`src/rtl/mips_pkg.sv`:
```
// Shared constants and helpers for the MIPS32 register bank and its pending-write scoreboard.
package mips_pkg;

  localparam int DATA_W_DEF = 32;
  localparam int ADDR_W_DEF = 5;
  localparam int R0_IDX     = 0;

  typedef enum logic [1:0] {
    PC_HOLD  = 2'd0,
    PC_INC   = 2'd1,
    PC_DEC   = 2'd2,
    PC_UNDER = 2'd3
  } pend_op_e;

  function automatic int unsigned pend_max(input int unsigned w);
    return (32'd1 << w) - 32'd1;
  endfunction

endpackage

```
`src/rtl/mips_pend_ctr.sv`:
```
// Saturating pending-write counter for one register: issue increments, retire decrements.
module mips_pend_ctr
  import mips_pkg::*;
#(
  parameter int PEND_W = 2
) (
  input  logic              clk,
  input  logic              rst,
  input  logic              inc_i,
  input  logic              dec_i,
  output logic [PEND_W-1:0] cnt_o,
  output logic              err_o
);

  localparam logic [PEND_W-1:0] CNT_MAX = PEND_W'(pend_max(PEND_W));

  logic [PEND_W-1:0] cnt_q, cnt_d;
  pend_op_e          op;

  // Simultaneous issue and retire cancel out, which also covers the 0->0 case.
  always_comb begin
    op = PC_HOLD;
    case ({inc_i, dec_i})
      2'b10:   op = PC_INC;
      2'b01:   op = (cnt_q == '0) ? PC_UNDER : PC_DEC;
      default: op = PC_HOLD;
    endcase
  end

  always_comb begin
    cnt_d = cnt_q;
    case (op)
      PC_INC:  if (cnt_q != CNT_MAX) cnt_d = cnt_q + PEND_W'(1);
      PC_DEC:  cnt_d = cnt_q - PEND_W'(1);
      default: cnt_d = cnt_q;
    endcase
  end

  always_ff @(posedge clk or posedge rst) begin
    if (rst) cnt_q <= '0;
    else     cnt_q <= cnt_d;
  end

  assign cnt_o = cnt_q;
  assign err_o = (op == PC_UNDER);

endmodule

```
`src/rtl/mips_regfile_sb.sv`:
```
// MIPS32 register bank with write-through read bypass and a per-register pending-write
// scoreboard that lets ID stall on operands still in flight.
module mips_regfile_sb
  import mips_pkg::*;
#(
  parameter int DATA_W   = DATA_W_DEF,
  parameter int ADDR_W   = ADDR_W_DEF,
  parameter int NUM_RD   = 2,
  parameter int PEND_W   = 2,
  parameter int ZERO_REG = 1
) (
  input  logic                     clk,
  input  logic                     rst,
  input  logic [NUM_RD*ADDR_W-1:0] rd_addr,
  output logic [NUM_RD*DATA_W-1:0] rd_data,
  output logic [NUM_RD-1:0]        rd_busy,
  input  logic                     iss_valid,
  input  logic [ADDR_W-1:0]        iss_dst,
  output logic                     iss_ready,
  input  logic                     wb_en,
  input  logic [ADDR_W-1:0]        wb_addr,
  input  logic [DATA_W-1:0]        wb_data,
  output logic                     sb_err
);

  localparam int                DEPTH   = 1 << ADDR_W;
  localparam logic [PEND_W-1:0] CNT_MAX = PEND_W'(pend_max(PEND_W));
  localparam logic [ADDR_W-1:0] R0      = ADDR_W'(R0_IDX);
  localparam logic              HAS_R0  = (ZERO_REG != 0);

  logic [DATA_W-1:0] regs_q [DEPTH];
  logic [PEND_W-1:0] cnt    [DEPTH];
  logic [DEPTH-1:0]  err_vec;
  logic              sb_err_q, sb_err_d;
  logic              wb_wr, iss_zero, iss_acc;

  assign wb_wr    = wb_en && !(HAS_R0 && wb_addr == R0);
  assign iss_zero = HAS_R0 && iss_dst == R0;

  // A retire to the same index this cycle frees a slot, so a saturated counter still accepts.
  assign iss_ready = (cnt[iss_dst] != CNT_MAX) || iss_zero || (wb_en && wb_addr == iss_dst);
  assign iss_acc   = iss_valid && iss_ready && !iss_zero;

  always_ff @(posedge clk or posedge rst) begin
    if (rst) begin
      for (int r = 0; r < DEPTH; r++) regs_q[r] <= '0;
    end else if (wb_wr) begin
      regs_q[wb_addr] <= wb_data;
    end
  end

  for (genvar r = 0; r < DEPTH; r++) begin : g_ctr
    mips_pend_ctr #(.PEND_W(PEND_W)) u_ctr (
      .clk   (clk),
      .rst   (rst),
      .inc_i (iss_acc && iss_dst == ADDR_W'(r)),
      .dec_i (wb_wr && wb_addr == ADDR_W'(r)),
      .cnt_o (cnt[r]),
      .err_o (err_vec[r])
    );
  end

  for (genvar i = 0; i < NUM_RD; i++) begin : g_rd
    logic [ADDR_W-1:0] a;
    logic              zero, hit;
    logic [PEND_W-1:0] c;

    assign a    = rd_addr[i*ADDR_W +: ADDR_W];
    assign zero = HAS_R0 && a == R0;
    assign hit  = wb_en && !rst && wb_addr == a;
    assign c    = cnt[a];

    assign rd_data[i*DATA_W +: DATA_W] = zero ? '0 : (hit ? wb_data : regs_q[a]);
    // Busy is the count after this cycle's retire, saturating at zero.
    assign rd_busy[i] = !zero && ((c > PEND_W'(1)) || (c == PEND_W'(1) && !hit));
  end

  assign sb_err_d = sb_err_q || (|err_vec);

  always_ff @(posedge clk or posedge rst) begin
    if (rst) sb_err_q <= 1'b0;
    else     sb_err_q <= sb_err_d;
  end

  assign sb_err = sb_err_q;

endmodule

```
`config.mk`:
```
export PLATFORM = sky130hd
export DESIGN_NAME = mips_regfile_sb
export DESIGN_NICKNAME = d
export VERILOG_FILES = /design/src/rtl/mips_pkg.sv /design/src/rtl/mips_pend_ctr.sv /design/src/rtl/mips_regfile_sb.sv
export SDC_FILE = /design/constraint.sdc
export NUM_CORES = 2
export LEC_CHECK = 0
export ABC_AREA = 1
export CAP_MARGIN = 20
export CORE_UTILIZATION = 55
export CTS_CLUSTER_DIAMETER = 120
export DETAILED_ROUTE_END_ITERATION = 8
export GPL_ROUTABILITY_DRIVEN = 0
export HOLD_SLACK_MARGIN = 0.15
export PLACE_DENSITY = 0.72
export SLEW_MARGIN = 20
export SYNTH_ARGS = -nofsm -noshare
export SYNTH_HDL_FRONTEND = slang
export SYNTH_SLANG_ARGS = --single-unit
```
`constraint.sdc`:
```
create_clock -name clk -period 83.1 [get_ports clk]
set_input_delay 24.93 -clock clk [delete_from_list [all_inputs] [get_ports clk]]
set_output_delay 24.93 -clock clk [all_outputs]
set_load 0.005 [all_outputs]
```
# After elaboration in Yosys (flattened, before gate mapping)
# Index checks and enable logic that the tools add are counted.
# totals
output_inout_bits	68
wordCells	771
ff_bits	1089
inputBits	56
# op_classes
n_lt_le_gt_ge	7
n_mux	150
n_eq_ne	292
bitwise	4
n_reduce_logical	189
n_addsub	64
# op_table
cell	n
$bwmux 1024	1
$bmux 32 s5	2
$mux 32	9
$pmux 2 s2	64
$eq 2x2->1 const B	96
$demux 32 s5	1
$eq 5x5->1 const B	32
$eq 2x1->1 const B	66
$eq 5x4->1 const B	16
$logic_and 1x1->1	76
$mux 2	38
$ne 2x2->1 const B	33
$add 2x1->2 const B	32
$logic_not 2->1	32
$ne 2x1->1 const B	32
$reduce_and 2->1	32
$reduce_bool 2->1	32
$sub 2x1->2 const B	32
$eq 5x3->1 const B	8
$mux 1	32
$reduce_or 32->1	1
$bmux 2 s5	3
$ge 6x6->1 const B	4
$not 5->6	4
8 further kinds	28

# Longest topological paths before layout
# depth
depth_word	15
ltp_mapped	23

# Hierarchy
# Synthesis repeated with hierarchy kept, for this count alone.
# unflattened
cells_unflattened	9379
hier_area_um2	66602.6
# modules_own_cells
mod	area_each_um2	n_inst	cells_each	seq_area_each_um2
mips_regfile_sb	59956.3	1	8355	25649.6
mips_pend_ctr	207.7	32	32	50.0

# Worst setup path after synthesis
# No wires, ideal clock.
# synth_path
path_type	in2out
startpoint	input rst
endpoint	output rd_data[33]
t_arrival_ns	50.589
path_slack_ns	7.581
required_time_ns	58.170
cell_stages	6
path_cell_list	inv_1 > nand2_1 > a211oi_1 > nand3_1 > clkbuf_1 > a31oi_1
# synth_between
elab_chain_cells	5
# synth_rtl
element	line	text
start: declaration	mips_regfile_sb.sv:13	input logic rst,
$logic_not 1->1 (no line)	--	
$logic_and 1x1->1 (2 in series)	mips_regfile_sb.sv:70	assign hit = wb_en && !rst && wb_addr == a;
$mux 32 (2 in series)	mips_regfile_sb.sv:73	assign rd_data[i*DATA_W +: DATA_W] = zero ? '0 : (hit ? wb_data : regs_q[a]);
end: declaration	mips_regfile_sb.sv:15	output logic [NUM_RD*DATA_W-1:0] rd_data,
# No other way between the ends.

# Worst setup path in the final report
# layout_path
startpoint	input rd_addr[0]
endpoint	output rd_data[15]
# layout_between
elab_chain_cells	6
# layout_rtl
element	line	text
start: declaration	mips_regfile_sb.sv:14	input logic [NUM_RD*ADDR_W-1:0] rd_addr,
$not 5->6 (not written as such)	mips_regfile_sb.sv:73	
$bmux 32 s5	mips_regfile_sb.sv:73	
$mux 32 (not written as such) (2 in series)	mips_regfile_sb.sv:73	
$mux 32	mips_regfile_sb.sv:73	
$mux 32 (*)	mips_regfile_sb.sv:73	
# Every way passes the cells marked *; elsewhere a longest branch is shown, timed or not. The select of a mux whose other input is x is not followed.

==> qor.yml <==
outcome:
  outcome: "completed"
critical_path:
  crit_chain: "buf_8 -> buf_4 -> buf_4 -> buf_4 -> buf_4 -> o211ai_1 -> nand3_1 -> nand3_1 -> nand3_1 -> nand3_1 -> a21oi_1 -> clkdlybuf4s50_1"
  cp_slowest_stage_delay_ns: 0.96
  crit_family: "buffers and inverters"
  setup.worst_path.class: "in2out"
  cp.arrival_ns: 30.72
  critical_path.max_fanout: 130
  critPathBufInv: 6
  cp_slowest_cell: "buf_4"
  cp-end-kind: "output port"
  cp.required_ns: 58.17
  start_kind: "input pin"
synthesis:
  async_flop_share_pct: 100
  synth_cell_types: 35
  syn_avg_cell_area_um2: 7.24
  ys_seq_elements: 1089
  syn_area_um2: 64500
  syn_nets: 9056
  ys_seq_area_share_pct: 42.2
  synth_edf_count: 0
  yosysWarningCount: 0
  ys.flop_type: "dfrtp_1"
  syn_inst: 8907
job:
  drv_cap: 0
route:
  firstDrtPassIters: 9
  post_drt_wl_per_cell_um: 24.6
  wl_met3_um: 35700
  drt-initial-drc-count: 10690
  ant_nets: 0
  maxUsedRoutingLayer: "met5"
  wl_met1_um: 92700
  via_per_inst: 6.44
  wl_met2_um: 103000
  drt-total-wl_um: 249000
  route.detailed.drc: 0
  dr_total_vias: 65047
final_layout:
  drive_gt1_share_pct: 4.70
  final_cell_mix: "nand2_1 (1895), o21ai_0 (1756), dfrtp_1 (1089), nand3_1 (817), inv_1 (771)"
  area_growth_pct: 7.11
  post-route-cell-area_um2: 69100
  mostFrequentLayoutCell: "nand2_1"
  nets: 8620
floorplan:
  num_rows: 125
  io_pins: 124
  die_w_um: 345
  die_y_um: 345
  initial_core_util_pct: 55.5
  core_um2: 116000
  die_area_um2: 119000
clock_tree:
  hold_buffers: 0
  cts_tree: "done"
  clkLatencyLatePin_ns: 0.74
  htree_levels: 3
  clkTransAtPathRegs_ns: 0.06
  cts_buffer_depth: 3
  cts_buffers: 119
  cts-root-buf: "clkbuf_16"
  post_cts_buffers: 0
  numClockSinks: 1089
  ctsResizeCount: 0
place:
  dpl_cell_area_um2: 65300
  hpwl_um: 137000
  port-buffer-count: 123
  post-place-ws_ns: 27.71
grt:
  grt_pass1_wl_um: 369000
  antenna_found_initial: 14
  grt_pass1_vias: 58677
  grtUsageTotal_pct: 41.3
  gr-total-overflow: 0
  grt_start_max_net_pins: 217
sta:
  slew_violations: 0
  period_needed_ns: 55.65
  finClkSkew_ns: 0.0140
  final.setup.tns_ns: 0
  max_freq_mhz: 18.0
  setup_slack_ns: 27.45
  rsz0062_at_grt: "false"
  max_slew.worst_pin.slew_ns: 1.26
  post-route-period-util_pct: 67.0
  setup_viol: 0
  hold_viol: 0
  slew-limit-headroom_pct: 16.1
power:
  ir_drop_mv: 0.0201
  leakage_nw: 30.7
  p_per_area_nw_per_um2: 23.0
worst_hold_path:
  holdCritPathClass: "reg2reg"
[layer usage]
layer | vias to the layer above | global-route usage (%)
li1 | 29106 | -
met1 | 30330 | 55.0
met2 | 4624 | 59.4
met3 | 969 | 11.6
met4 | 18 | 25.5
met5 | - | 0
[cell type report]
type | instances | area [µm²]
clock inverter | 28 | 200
clock buffer | 183 | 3580
sequential | 1089 | 27300
inverter | 804 | 3050
fill | 10485 | 47100
antenna | 8 | 20.0
timing repair buffer | 256 | 2300
multi-input combinational | 6201 | 30800
tap | 1524 | 1910
[per-stage QoR]
stage / std cells / power (mW) / utilization (%) / hold WS (ns)
finish: 10093 / 1.59 / 59.5 / 0.380
global route: 10085 / 1.67 / 59.5 / 0.389
CTS: 10085 / 1.58 / 59.5 / 0.381
detailed placement: 9874 / 1.06 / 56.2 / 0.368
global placement: 9874 / 1.04 / 56.2 / 0.372
floorplan: 8907 / 0.957 / - / 0.418
[cell usage after synthesis (9+ instances only)]
library cell,number,area [µm²]
nor3_1,80,400
o21ai_1,70,350
buf_6,20,225
nand3_1,819,4100
a31oi_1,60,375
dfrtp_1,1089,27300
o22ai_1,17,106
nand2_1,1906,7150
o21bai_1,9,67.6
o21a_1,10,75.1
xor2_1,19,166
ha_1,93,1160
buf_4,30,225
buf_2,273,1370
nor2_2,13,81.3
inv_2,25,93.8
nor2_1,174,653
inv_1,778,2920
clkbuf_1,432,1620
o21ai_0,1756,8790
buf_1,57,214
o211ai_1,425,3190
a21oi_1,707,3540
o211a_1,19,190
[worst paths after layout]
kind / startpoint / to / slack (ns) / cells past startpoint
min in group asynchronous: rst / regs_q[66] / 24.73 / 2
min: g_ctr[0].u_ctr.cnt_o[1] / g_ctr[0].u_ctr.cnt_o[1] / 0.38 / 0
min reg2reg: g_ctr[0].u_ctr.cnt_o[1] / g_ctr[0].u_ctr.cnt_o[1] / 0.38 / 0
max in group asynchronous: rst / regs_q[571] / 54.52 / 6
max: rd_addr[0] / rd_data[15] / 27.45 / 12
max reg2reg: g_ctr[28].u_ctr.cnt_o[0] / sb_err / 79.34 / 21
[power by group]
group | internal [mW] | switching, mW | total [mW] | leakage, nW
logic | 0.120 | 0.231 | 0.350 | 15.5
clock network | 0.297 | 0.228 | 0.525 | 1.88
registers | 0.643 | 0.0716 | 0.714 | 13.3
total | 1.06 | 0.530 | 1.59 | 30.7
[logic make-up after synthesis]
| logic type | after synthesis | synth area share, % |
|---|---|---|
| adder cells (fa/ha/maj) | 93 | 1.80 |
| AND/OR/NAND/NOR | 3010 | 19.4 |
| XOR/XNOR | 19 | 0.258 |
| flip-flops | 1089 | 42.2 |
| buffers and inverters | 1617 | 10.3 |
| AO/OA/AOI/OAI | 3079 | 25.9 |
[state kept, by name (all words and copies together) (netlist names)]
signal,flops
sb_err,1
regs_q,1024
g_ctr.u_ctr.cnt_o,64
Note: power is estimated with default switching activity, not from simulation.
